--- src/rtl/morph_pkg.sv ---
// Shared encodings for the 5x5 morphology frame sequencer.
package morph_pkg;

  localparam int WIN_RADIUS_DEF = 2;

  localparam logic [1:0] MODE_BYPASS = 2'd0;
  localparam logic [1:0] MODE_ERODE  = 2'd1;
  localparam logic [1:0] MODE_DILATE = 2'd2;

  typedef enum logic [1:0] {
    ST_IDLE,
    ST_ARMED,
    ST_ACTIVE,
    ST_DONE
  } frm_state_t;

  // The reserved encoding runs the stage as a pass-through.
  function automatic logic [1:0] norm_mode(input logic [1:0] m);
    return (m == 2'd3) ? MODE_BYPASS : m;
  endfunction

endpackage

--- src/rtl/morph_frame_ctrl_if.sv ---
// Pixel-stream timing in, delayed timing plus position/border info out.
interface morph_frame_ctrl_if;
  logic       in_vsync;
  logic       in_href;
  logic       in_clken;
  logic       ctl_vsync;
  logic       ctl_href;
  logic       ctl_clken;
  logic       border_mask;
  logic [9:0] col_cnt;
  logic [9:0] row_cnt;

  modport slave (
    input  in_vsync, in_href, in_clken,
    output ctl_vsync, ctl_href, ctl_clken, border_mask, col_cnt, row_cnt
  );

  modport master (
    output in_vsync, in_href, in_clken,
    input  ctl_vsync, ctl_href, ctl_clken, border_mask, col_cnt, row_cnt
  );
endinterface

--- src/rtl/morph_pos_cnt.sv ---
// Column/row position counters with a line-length check at each line end.
module morph_pos_cnt #(
  parameter logic [9:0] IMG_HDISP = 10'd640
) (
  input  logic       clk,
  input  logic       rst,
  input  logic       cnt_en,
  input  logic       clr,
  input  logic       pix,
  input  logic       hr_fall,
  output logic [9:0] col_cnt,
  output logic [9:0] row_cnt,
  output logic       line_err
);

  assign line_err = cnt_en & hr_fall & (col_cnt != IMG_HDISP);

  always_ff @(posedge clk) begin
    if (rst || clr) begin
      col_cnt <= '0;
      row_cnt <= '0;
    end else if (cnt_en) begin
      if (hr_fall) begin
        col_cnt <= '0;
        if (row_cnt != 10'h3FF) row_cnt <= row_cnt + 10'd1;
      end else if (pix && col_cnt != 10'h3FF) begin
        col_cnt <= col_cnt + 10'd1;
      end
    end
  end

endmodule

--- src/rtl/morph_frame_ctrl.sv ---
// Frame sequencer: per-frame config latch, border mask generation and
// malformed-frame detection for the 5x5 binary morphology stage.
module morph_frame_ctrl
  import morph_pkg::*;
#(
  parameter logic [9:0] IMG_HDISP  = 10'd640,
  parameter logic [9:0] IMG_VDISP  = 10'd480,
  parameter int         WIN_RADIUS = WIN_RADIUS_DEF
) (
  input  logic       clk,
  input  logic       rst,
  input  logic [1:0] cfg_mode,
  input  logic       cfg_bval,
  input  logic       cfg_wr,
  input  logic       err_clr,
  morph_frame_ctrl_if.slave vid,
  output logic [1:0] op_mode,
  output logic       border_val,
  output logic       frame_busy,
  output logic       frame_done,
  output logic       err_line,
  output logic       err_frame
);

  localparam logic [9:0] R = 10'(WIN_RADIUS);

  frm_state_t state, state_nxt;
  logic       vs_d, hr_d;
  logic       vs_rise, hr_fall, pix;
  logic [1:0] shadow_mode;
  logic       shadow_bval;
  logic       done_set, frm_err_set;
  logic       line_err;
  logic       cnt_en;
  logic       mask_c;

  assign vs_rise = vid.in_vsync & ~vs_d;
  assign hr_fall = ~vid.in_href & hr_d;
  assign pix     = vid.in_href & vid.in_clken;

  assign cnt_en     = (state == ST_ARMED) || (state == ST_ACTIVE);
  assign frame_busy = cnt_en;

  morph_pos_cnt #(.IMG_HDISP(IMG_HDISP)) u_pos (
    .clk     (clk),
    .rst     (rst),
    .cnt_en  (cnt_en),
    .clr     (vs_rise),
    .pix     (pix),
    .hr_fall (hr_fall),
    .col_cnt (vid.col_cnt),
    .row_cnt (vid.row_cnt),
    .line_err(line_err)
  );

  always_ff @(posedge clk) begin
    if (rst) state <= ST_IDLE;
    else     state <= state_nxt;
  end

  always_comb begin
    state_nxt   = state;
    done_set    = 1'b0;
    frm_err_set = 1'b0;
    case (state)
      ST_IDLE: begin
        if (vs_rise) state_nxt = ST_ARMED;
      end
      ST_ARMED: begin
        if (vs_rise)  state_nxt = ST_ARMED;
        else if (pix) state_nxt = ST_ACTIVE;
      end
      ST_ACTIVE: begin
        if (vs_rise) begin
          state_nxt   = ST_ARMED;
          frm_err_set = 1'b1;
        end else if (hr_fall && vid.row_cnt == IMG_VDISP - 10'd1) begin
          state_nxt = ST_DONE;
          done_set  = 1'b1;
        end
      end
      ST_DONE: begin
        if (vs_rise)  state_nxt   = ST_ARMED;
        else if (pix) frm_err_set = 1'b1;
      end
      default: state_nxt = ST_IDLE;
    endcase
  end

  // Outside a frame every pixel is treated as border so downstream never
  // filters with a half-valid window.
  always_comb begin
    mask_c = 1'b1;
    if (cnt_en)
      mask_c = (vid.col_cnt < R) || (vid.col_cnt >= IMG_HDISP - R) ||
               (vid.row_cnt < R) || (vid.row_cnt >= IMG_VDISP - R);
  end

  always_ff @(posedge clk) begin
    if (rst) begin
      vs_d            <= 1'b1;
      hr_d            <= 1'b0;
      shadow_mode     <= MODE_BYPASS;
      shadow_bval     <= 1'b0;
      op_mode         <= MODE_BYPASS;
      border_val      <= 1'b0;
      vid.ctl_vsync   <= 1'b0;
      vid.ctl_href    <= 1'b0;
      vid.ctl_clken   <= 1'b0;
      vid.border_mask <= 1'b0;
      frame_done      <= 1'b0;
      err_line        <= 1'b0;
      err_frame       <= 1'b0;
    end else begin
      vs_d <= vid.in_vsync;
      hr_d <= vid.in_href;
      if (cfg_wr) begin
        shadow_mode <= cfg_mode;
        shadow_bval <= cfg_bval;
      end
      // A write landing on the frame edge applies to that frame.
      if (vs_rise) begin
        op_mode    <= norm_mode(cfg_wr ? cfg_mode : shadow_mode);
        border_val <= cfg_wr ? cfg_bval : shadow_bval;
      end
      vid.ctl_vsync   <= vid.in_vsync;
      vid.ctl_href    <= vid.in_href;
      vid.ctl_clken   <= vid.in_clken;
      vid.border_mask <= mask_c;
      frame_done      <= done_set;
      err_line        <= line_err | (err_line & ~err_clr);
      err_frame       <= frm_err_set | (err_frame & ~err_clr);
    end
  end

endmodule

--- src/flat_wrapper.sv ---
// flat-port wrapper written by rule: the top's interface ports become plain ports
module morph_frame_ctrl_flat import morph_pkg::*;
#(
  parameter logic [9:0] IMG_HDISP  = 10'd640,
  parameter logic [9:0] IMG_VDISP  = 10'd480,
  parameter int         WIN_RADIUS = WIN_RADIUS_DEF
)
  (clk, rst, cfg_mode, cfg_bval, cfg_wr, err_clr, op_mode, border_val, frame_busy, frame_done, err_line, err_frame, vid_in_vsync, vid_in_href, vid_in_clken, vid_ctl_vsync, vid_ctl_href, vid_ctl_clken, vid_border_mask, vid_col_cnt, vid_row_cnt);
  morph_frame_ctrl_if vid_i ();
  input  logic clk;
  input  logic rst;
  input  logic [1:0] cfg_mode;
  input  logic cfg_bval;
  input  logic cfg_wr;
  input  logic err_clr;
  output logic [1:0] op_mode;
  output logic border_val;
  output logic frame_busy;
  output logic frame_done;
  output logic err_line;
  output logic err_frame;
  input wire logic [$bits(vid_i.in_vsync)-1:0] vid_in_vsync;
  input wire logic [$bits(vid_i.in_href)-1:0] vid_in_href;
  input wire logic [$bits(vid_i.in_clken)-1:0] vid_in_clken;
  output wire logic [$bits(vid_i.ctl_vsync)-1:0] vid_ctl_vsync;
  output wire logic [$bits(vid_i.ctl_href)-1:0] vid_ctl_href;
  output wire logic [$bits(vid_i.ctl_clken)-1:0] vid_ctl_clken;
  output wire logic [$bits(vid_i.border_mask)-1:0] vid_border_mask;
  output wire logic [$bits(vid_i.col_cnt)-1:0] vid_col_cnt;
  output wire logic [$bits(vid_i.row_cnt)-1:0] vid_row_cnt;
  assign vid_i.in_vsync = vid_in_vsync;
  assign vid_i.in_href = vid_in_href;
  assign vid_i.in_clken = vid_in_clken;
  assign vid_ctl_vsync = vid_i.ctl_vsync;
  assign vid_ctl_href = vid_i.ctl_href;
  assign vid_ctl_clken = vid_i.ctl_clken;
  assign vid_border_mask = vid_i.border_mask;
  assign vid_col_cnt = vid_i.col_cnt;
  assign vid_row_cnt = vid_i.row_cnt;
  morph_frame_ctrl #(.IMG_HDISP(IMG_HDISP), .IMG_VDISP(IMG_VDISP), .WIN_RADIUS(WIN_RADIUS)) u_core (.clk(clk), .rst(rst), .cfg_mode(cfg_mode), .cfg_bval(cfg_bval), .cfg_wr(cfg_wr), .err_clr(err_clr), .vid(vid_i), .op_mode(op_mode), .border_val(border_val), .frame_busy(frame_busy), .frame_done(frame_done), .err_line(err_line), .err_frame(err_frame));
endmodule
--- config.mk ---
export PLATFORM = sky130hd
export DESIGN_NAME = morph_frame_ctrl_flat
export DESIGN_NICKNAME = d
export VERILOG_FILES = /design/src/rtl/morph_pkg.sv /design/src/rtl/morph_frame_ctrl_if.sv /design/src/rtl/morph_pos_cnt.sv /design/src/rtl/morph_frame_ctrl.sv /design/src/flat_wrapper.sv
export SDC_FILE = /design/constraint.sdc
export NUM_CORES = 1
export LEC_CHECK = 0
export CORE_UTILIZATION = 30
export DETAILED_ROUTE_END_ITERATION = 10
export PLACE_DENSITY_LB_ADDON = 0.1
export SYNTH_ARGS = -nofsm -noshare
export SYNTH_HDL_FRONTEND = slang
export SYNTH_SLANG_ARGS = --single-unit
--- constraint.sdc ---
create_clock -name clk -period 2.51 [get_ports clk]
set_input_delay 0.502 -clock clk [delete_from_list [all_inputs] [get_ports clk]]
set_output_delay 0.502 -clock clk [all_outputs]
set_load 0.03 [all_outputs]
-- Yosys cells after proc, flatten, opt, wreduce, memory -nomap -nowiden
Index checks and enable logic that the tools add are counted.
- bits in registers: 36
- logic and storage cells: 76
- bits of input ports: 10
- bitwise logic cells: 13
- multiplexer cells: 17
- reductions and logical operators: 14
- equality and inequality tests: 11
- add/subtract/negate cells: 2
- $lt $le $gt $ge: 4
- operators by type and width (kind ; count):
    != test 10 bit, second input constant ; 3
    adder 10 x 1 -> 10 bit, second input constant ; 2
    < comparator 10 x 2 -> 1 bit, second input constant ; 2
    two-way mux 10 bit ; 2
    two-way mux 2 bit ; 7
    == test 10 x 9 -> 1 bit, second input constant ; 1
    greater-or-equal comparator 10 bit, second input constant ; 1
    greater-or-equal comparator 10 x 9 -> 1 bit, second input constant ; 1
    AND 1 bit ; 7
    == test 2 bit, second input constant ; 3
    two-way mux 1 bit ; 6
    != test 3 bit, second input constant ; 2
    one-hot mux 2 bit (3 select lines) ; 1
    AND reduction 3 bit ; 2
    logical OR 1 bit ; 5
    inverter 1 bit ; 4
    OR reduction 3 bit ; 1
    == test 2 x 1 -> 1 bit, second input constant ; 1
    logical AND 1 bit ; 2
    zero test 2 bit ; 1
    != test 2 x 1 -> 1 bit, second input constant ; 1
    OR 1 bit ; 2
    one-hot mux 1 bit (2 select lines) ; 1
    AND reduction 2 bit ; 1
    2 further kinds ; 2

-- Longest topological paths before layout
- depth after elaboration: 6
- mapped depth: 6
- mapped depth without buffers: 6

-- Modules after synthesis
From an unflattened synthesis, not the netlist that was laid out.
- cells, all modules: 224
- area total of the unflattened synthesis: 1868.0 um^2
- by module, submodules not included (module ; seq. area each (um^2) ; cells an instance ; area an instance (um^2) ; instances):
    morph_pos_cnt ; 400.4 ; 141 ; 1138.6 ; 1
    morph_frame_ctrl ; 320.3 ; 83 ; 729.4 ; 1

-- Worst setup path before layout
OpenSTA, ideal clock, no wires.
- path type: flip-flop to flip-flop
- from: reg u_core.state[0]
- to: reg u_core.u_pos.row_cnt[7]
- arrival time: 1824 ps
- buffers on the path: 0
- library setup time: 71 ps
- stages on the path, launching flop included: 7
- period minus slack after synthesis: 1894 ps
- required time: 2439 ps
- path slack: 616 ps
- cell sequence: dfxtp_1 > inv_1 > ha_1 > nor3b_4 > nand4_1 > or4_1 > a21oi_1
- longest elaborated chain between the ends: 3
- RTL lines (item ; RTL line ; source):
    start: declaration ; morph_frame_ctrl.sv:27 ; frm_state_t state, state_nxt;
    start signal: assignment ; morph_frame_ctrl.sv:58 ; else state <= state_nxt;
    == test 2 x 1 -> 1 bit / == test 2 bit (equally long branches) ; morph_frame_ctrl.sv:41 ; assign cnt_en = (state == ST_ARMED) || (state == ST_ACTIVE);
    logical OR 1 bit * ; morph_frame_ctrl.sv:41 ;
    AND reduction 3 bit (no source line) * ; - ;
    end signal: assignment ; morph_pos_cnt.sv:25 ; if (row_cnt != 10'h3FF) row_cnt <= row_cnt + 10'd1;
    end: declaration ; morph_pos_cnt.sv:12 ; output logic [9:0] row_cnt,
Every way passes the cells marked *; elsewhere a longest branch is shown, timed or not.
A chain may end at the register's enable or synchronous reset.

-- Final worst setup path
Ends and elaborated chain as after synthesis.

==> flow_metrics.env <==
export IMPL_dieArea_sq_um=6251
export IMPL_slowest_stage="or4_1"
export IMPL_syn_area_per_cell_sq_um=8.864
export IMPL_wl_mm=4.439
export IMPL_max_freq_mhz=460.7
export IMPL_path_cells="inv_1 -> ha_1 -> nor3b_4 -> nand4_1 -> or4_1 -> a21oi_1"
export IMPL_grt_pass1_vias=1583
export IMPL_r2r_start="u_core.state[0]$_SDFFE_PP0P_"
export IMPL_synth_cell_types=44
export IMPL_syn_cell_area_sq_um=1782
export IMPL_synth_top_cell_area_share=0.4045
export IMPL_hold_viol_final=0
export IMPL_rsz0062_at_grt="false"
export IMPL_endpoint="u_core.u_pos.row_cnt[7]$_SDFFE_PP0P_"
export IMPL_cp_slowest_stage_delay_ns=0.46
export IMPL_ant_nets=0
export IMPL_final_seq_area_sq_um=720.7
export IMPL_synth_edf_count=0
export IMPL_synth_seq_cells=36
export IMPL_die_y_microns=79.07
export IMPL_fin_crit_ns=2.171
export IMPL_start_util=0.3177
export IMPL_cts_sinks=36
export IMPL_synthesis_nets=220
export IMPL_r2r_slack_ns=0.34
export IMPL_endpoint_kind="register"
export IMPL_area_growth_pct=35.25
export IMPL_routed_via_density=5.169
export IMPL_max_cap_viol_count=0
export IMPL_peakVddDrop_mv=0.2001
export IMPL_place_ws_ns=0.1701
export IMPL_hold_buffers=0
export IMPL_dr_pass1_iters=4
export IMPL_final_max_slew_violation_count=0
export IMPL_crit_start="u_core.state[0]$_SDFFE_PP0P_"
export IMPL_worst_setup_path_type="reg2reg"
export IMPL_cts_tree="built"
export IMPL_reg2regPathDepth=6
export IMPL_final_nets=271
export IMPL_critPathTopFamily="simple AND/OR/NAND/NOR gates"
export IMPL_worstSetupPathDepth=6
export IMPL_grt_overflow_total=0
export IMPL_grt_use_total=0.1552
export IMPL_cts_max_level=2
export IMPL_tns_ns=0
export IMPL_clock_path_buffers=2
export IMPL_routedWlPerCell_microns=13.66
export IMPL_yosys_warnings=0
export IMPL_arrival_ns=2.39
export IMPL_finalSetupViolCount=0
export IMPL_grt_max_degree=12
export IMPL_yosysSeqAreaShare=0.4045
export IMPL_dp_hpwl_mm=3.287
export IMPL_status="complete, no violations"
export IMPL_synth_common_cells="dfxtp_1 (36), a21oi_1 (16), nor2_1 (16), nand2_1 (13), ha_1 (9)"
export IMPL_path_max_fanout=6
export IMPL_cts_buffers=5
export IMPL_io_buffers=40
export IMPL_drc=0
export IMPL_syn_inst=201
export IMPL_core_sq_um=5608
export IMPL_p_leak_nw=0.8416
export IMPL_drt_iter0_drc=67
export IMPL_setup_ws_ns=0.3393
export IMPL_ys_flop_type="dfxtp_1"
export IMPL_path_buf_inv=1
export IMPL_hp_class="reg2reg"
export IMPL_via_count=1680
export IMPL_clock_skew_final_ns=0.005197
export IMPL_rr_endpoint="u_core.u_pos.row_cnt[7]$_SDFFE_PP0P_"
export IMPL_gp_congestion=0.8034
export IMPL_max_slew_margin=0.6433
export IMPL_start_kind="register"
export IMPL_grt_first_pass_wirelength_mm=7.590
export IMPL_required_ns=2.73
export IMPL_clock_latency_ns=0.29
export IMPL_synth_most_common_cell="dfxtp_1"
export IMPL_async_reset_ff_frac=0
export IMPL_cellPowerDensity_nw_per_um2=559.4
export IMPL_fin_crit_sh=0.8648
export IMPL_nFillCells=595
export IMPL_io_pin_count=41
export IMPL_drive_gt1_frac=0.07510
export IMPL_p_total_mw=1.348
export IMPL_root_buffer="clkbuf_8"
export IMPL_row_count=27
export IMPL_antenna_found_initial=0
export IMPL_synth_area_top_cells="dfxtp_1 (40%), ha_1 (6.3%), a21oi_1 (4.5%)"
export IMPL_die_x_microns=79.07
export IMPL_worst_pin_slew_ns=0.5310
export IMPL_clkTransAtPathRegs_ns=0.07
export IMPL_antenna_cells=0
export IMPL_synth_top_cell_by_area="dfxtp_1"
export IMPL_multi_input_area_sq_um=1020
[metal layers]
metal | vias to the layer above | part of all wire | GRT usage | wire length, microns
met5 | - | 0 | 0 | 0
met4 | 0 | 0.019 | 0.06364 | 85
met3 | 9 | 0.046 | 0.03563 | 206
met2 | 44 | 0.45 | 0.2414 | 1982
met1 | 778 | 0.49 | 0.2056 | 2165
li1 | 849 | - | - | -
[worst min-delay path by stage]
stage | depth (start not counted) | slack, ns | startpoint | to
finish | 2 | 0.46 | u_core.op_mode[0]$_SDFFE_PP0P_ | u_core.op_mode[0]$_SDFFE_PP0P_
detailed placement | 2 | 0.46 | u_core.op_mode[0]$_SDFFE_PP0P_ | u_core.op_mode[0]$_SDFFE_PP0P_
CTS | 2 | 0.46 | u_core.op_mode[0]$_SDFFE_PP0P_ | u_core.op_mode[0]$_SDFFE_PP0P_
global route | 2 | 0.51 | u_core.op_mode[0]$_SDFFE_PP0P_ | u_core.op_mode[0]$_SDFFE_PP0P_
global placement | 2 | 0.45 | u_core.op_mode[0]$_SDFFE_PP0P_ | u_core.op_mode[0]$_SDFFE_PP0P_
floorplan | 2 | 0.47 | u_core.shadow_mode[0]$_SDFF_PP0_ | u_core.shadow_mode[0]$_SDFF_PP0_
[flip-flops by register name (all words and copies together) (netlist names)]
register,flops
u_core.u_pos.row_cnt,10
u_core.vid.ctl_clken,1
u_core.u_pos.col_cnt,10
u_core.vid.border_mask,1
u_core.err_frame,1
u_core.shadow_mode,2
u_core.hr_d,1
u_core.state,2
u_core.op_mode,2
u_core.shadow_bval,1
u_core.frame_done,1
u_core.err_line,1
u_core.border_val,1
u_core.vid.ctl_vsync,1
u_core.vs_d,1
[logic make-up after synthesis]
logic type	Yosys count	share of synthesized area
and+or+nand+nor	87	0.2760
AOI/OAI and AO/OA	50	0.1917
DFF	36	0.4045
buffers and inverters	11	0.02317
adders and majority gates	9	0.06320
xor gates and xnor gates	5	0.02458
muxes	3	0.01685
[placed cells by master (no fill, tap or decap), drive strengths merged, types with 2 or more instances in the layout]
master,instances
nor2b,5
nor4,4
a21oi,16
a211oi,5
nor2,16
and2,2
ha,9
nand2,13
and3,4
xor2,2
mux2i,3
o21ai,7
nor3,8
nand4b,2
buf,7
inv,8
o21a,2
nand2b,6
clkdlybuf4s50,39
clkbuf,7
nand3b,2
or4,2
or3,6
xnor2,3
nand4,5
nand3,7
o311ai,3
dfxtp,36
o31ai,7
[per-stage QoR]
| stage | util | hold slack (ns) | instance area (sq um) | instances |
|---|---|---|---|---|
| floorplan | - | 0.4681 | 1782 | 201 |
| detailed placement | 0.4125 | 0.4557 | 2313 | 317 |
| global route | 0.4297 | 0.5052 | 2410 | 325 |
| CTS | 0.4293 | 0.4629 | 2407 | 325 |
| global placement | 0.4125 | 0.4487 | 2313 | 317 |
| finish | 0.4297 | 0.4593 | 2410 | 325 |
[cell type report]
| type | count | area share |
|---|---|---|
| Clock buffer | 7 | 0.03583 |
| Clock inverter | 1 | 0.003115 |
| Inverter | 8 | 0.01246 |
| Multi-Input combinational cell | 154 | 0.4232 |
| Sequential cell | 36 | 0.2991 |
| Tap cell | 72 | 0.03738 |
| Timing Repair Buffer | 47 | 0.1890 |
[worst register-to-register path: stages (launching register included)]
cell     delay, ns
dfxtp_1       0.41
inv_1         0.07
ha_1          0.39
nor3b_4       0.34
nand4_1       0.28
or4_1         0.46
a21oi_1       0.15
[where the power goes]
part	internal (mW)	switching, mW	total [mW]	leakage, nW
sequential	0.599	0.0282	0.627	0.293
combinational	0.127	0.166	0.292	0.504
clock	0.223	0.205	0.428	0.0445
[timing repair]
| action | 4_1_cts | 5_1_grt |
|---|---|---|
| buffers inserted | 0 | 0 |
| setup endpoints to repair | 0 | 1 |
| endpoints found under the hold margin | 0 | 0 |
| resized for setup | 0 | 1 |
Note: power is estimated with default switching activity, not from simulation.
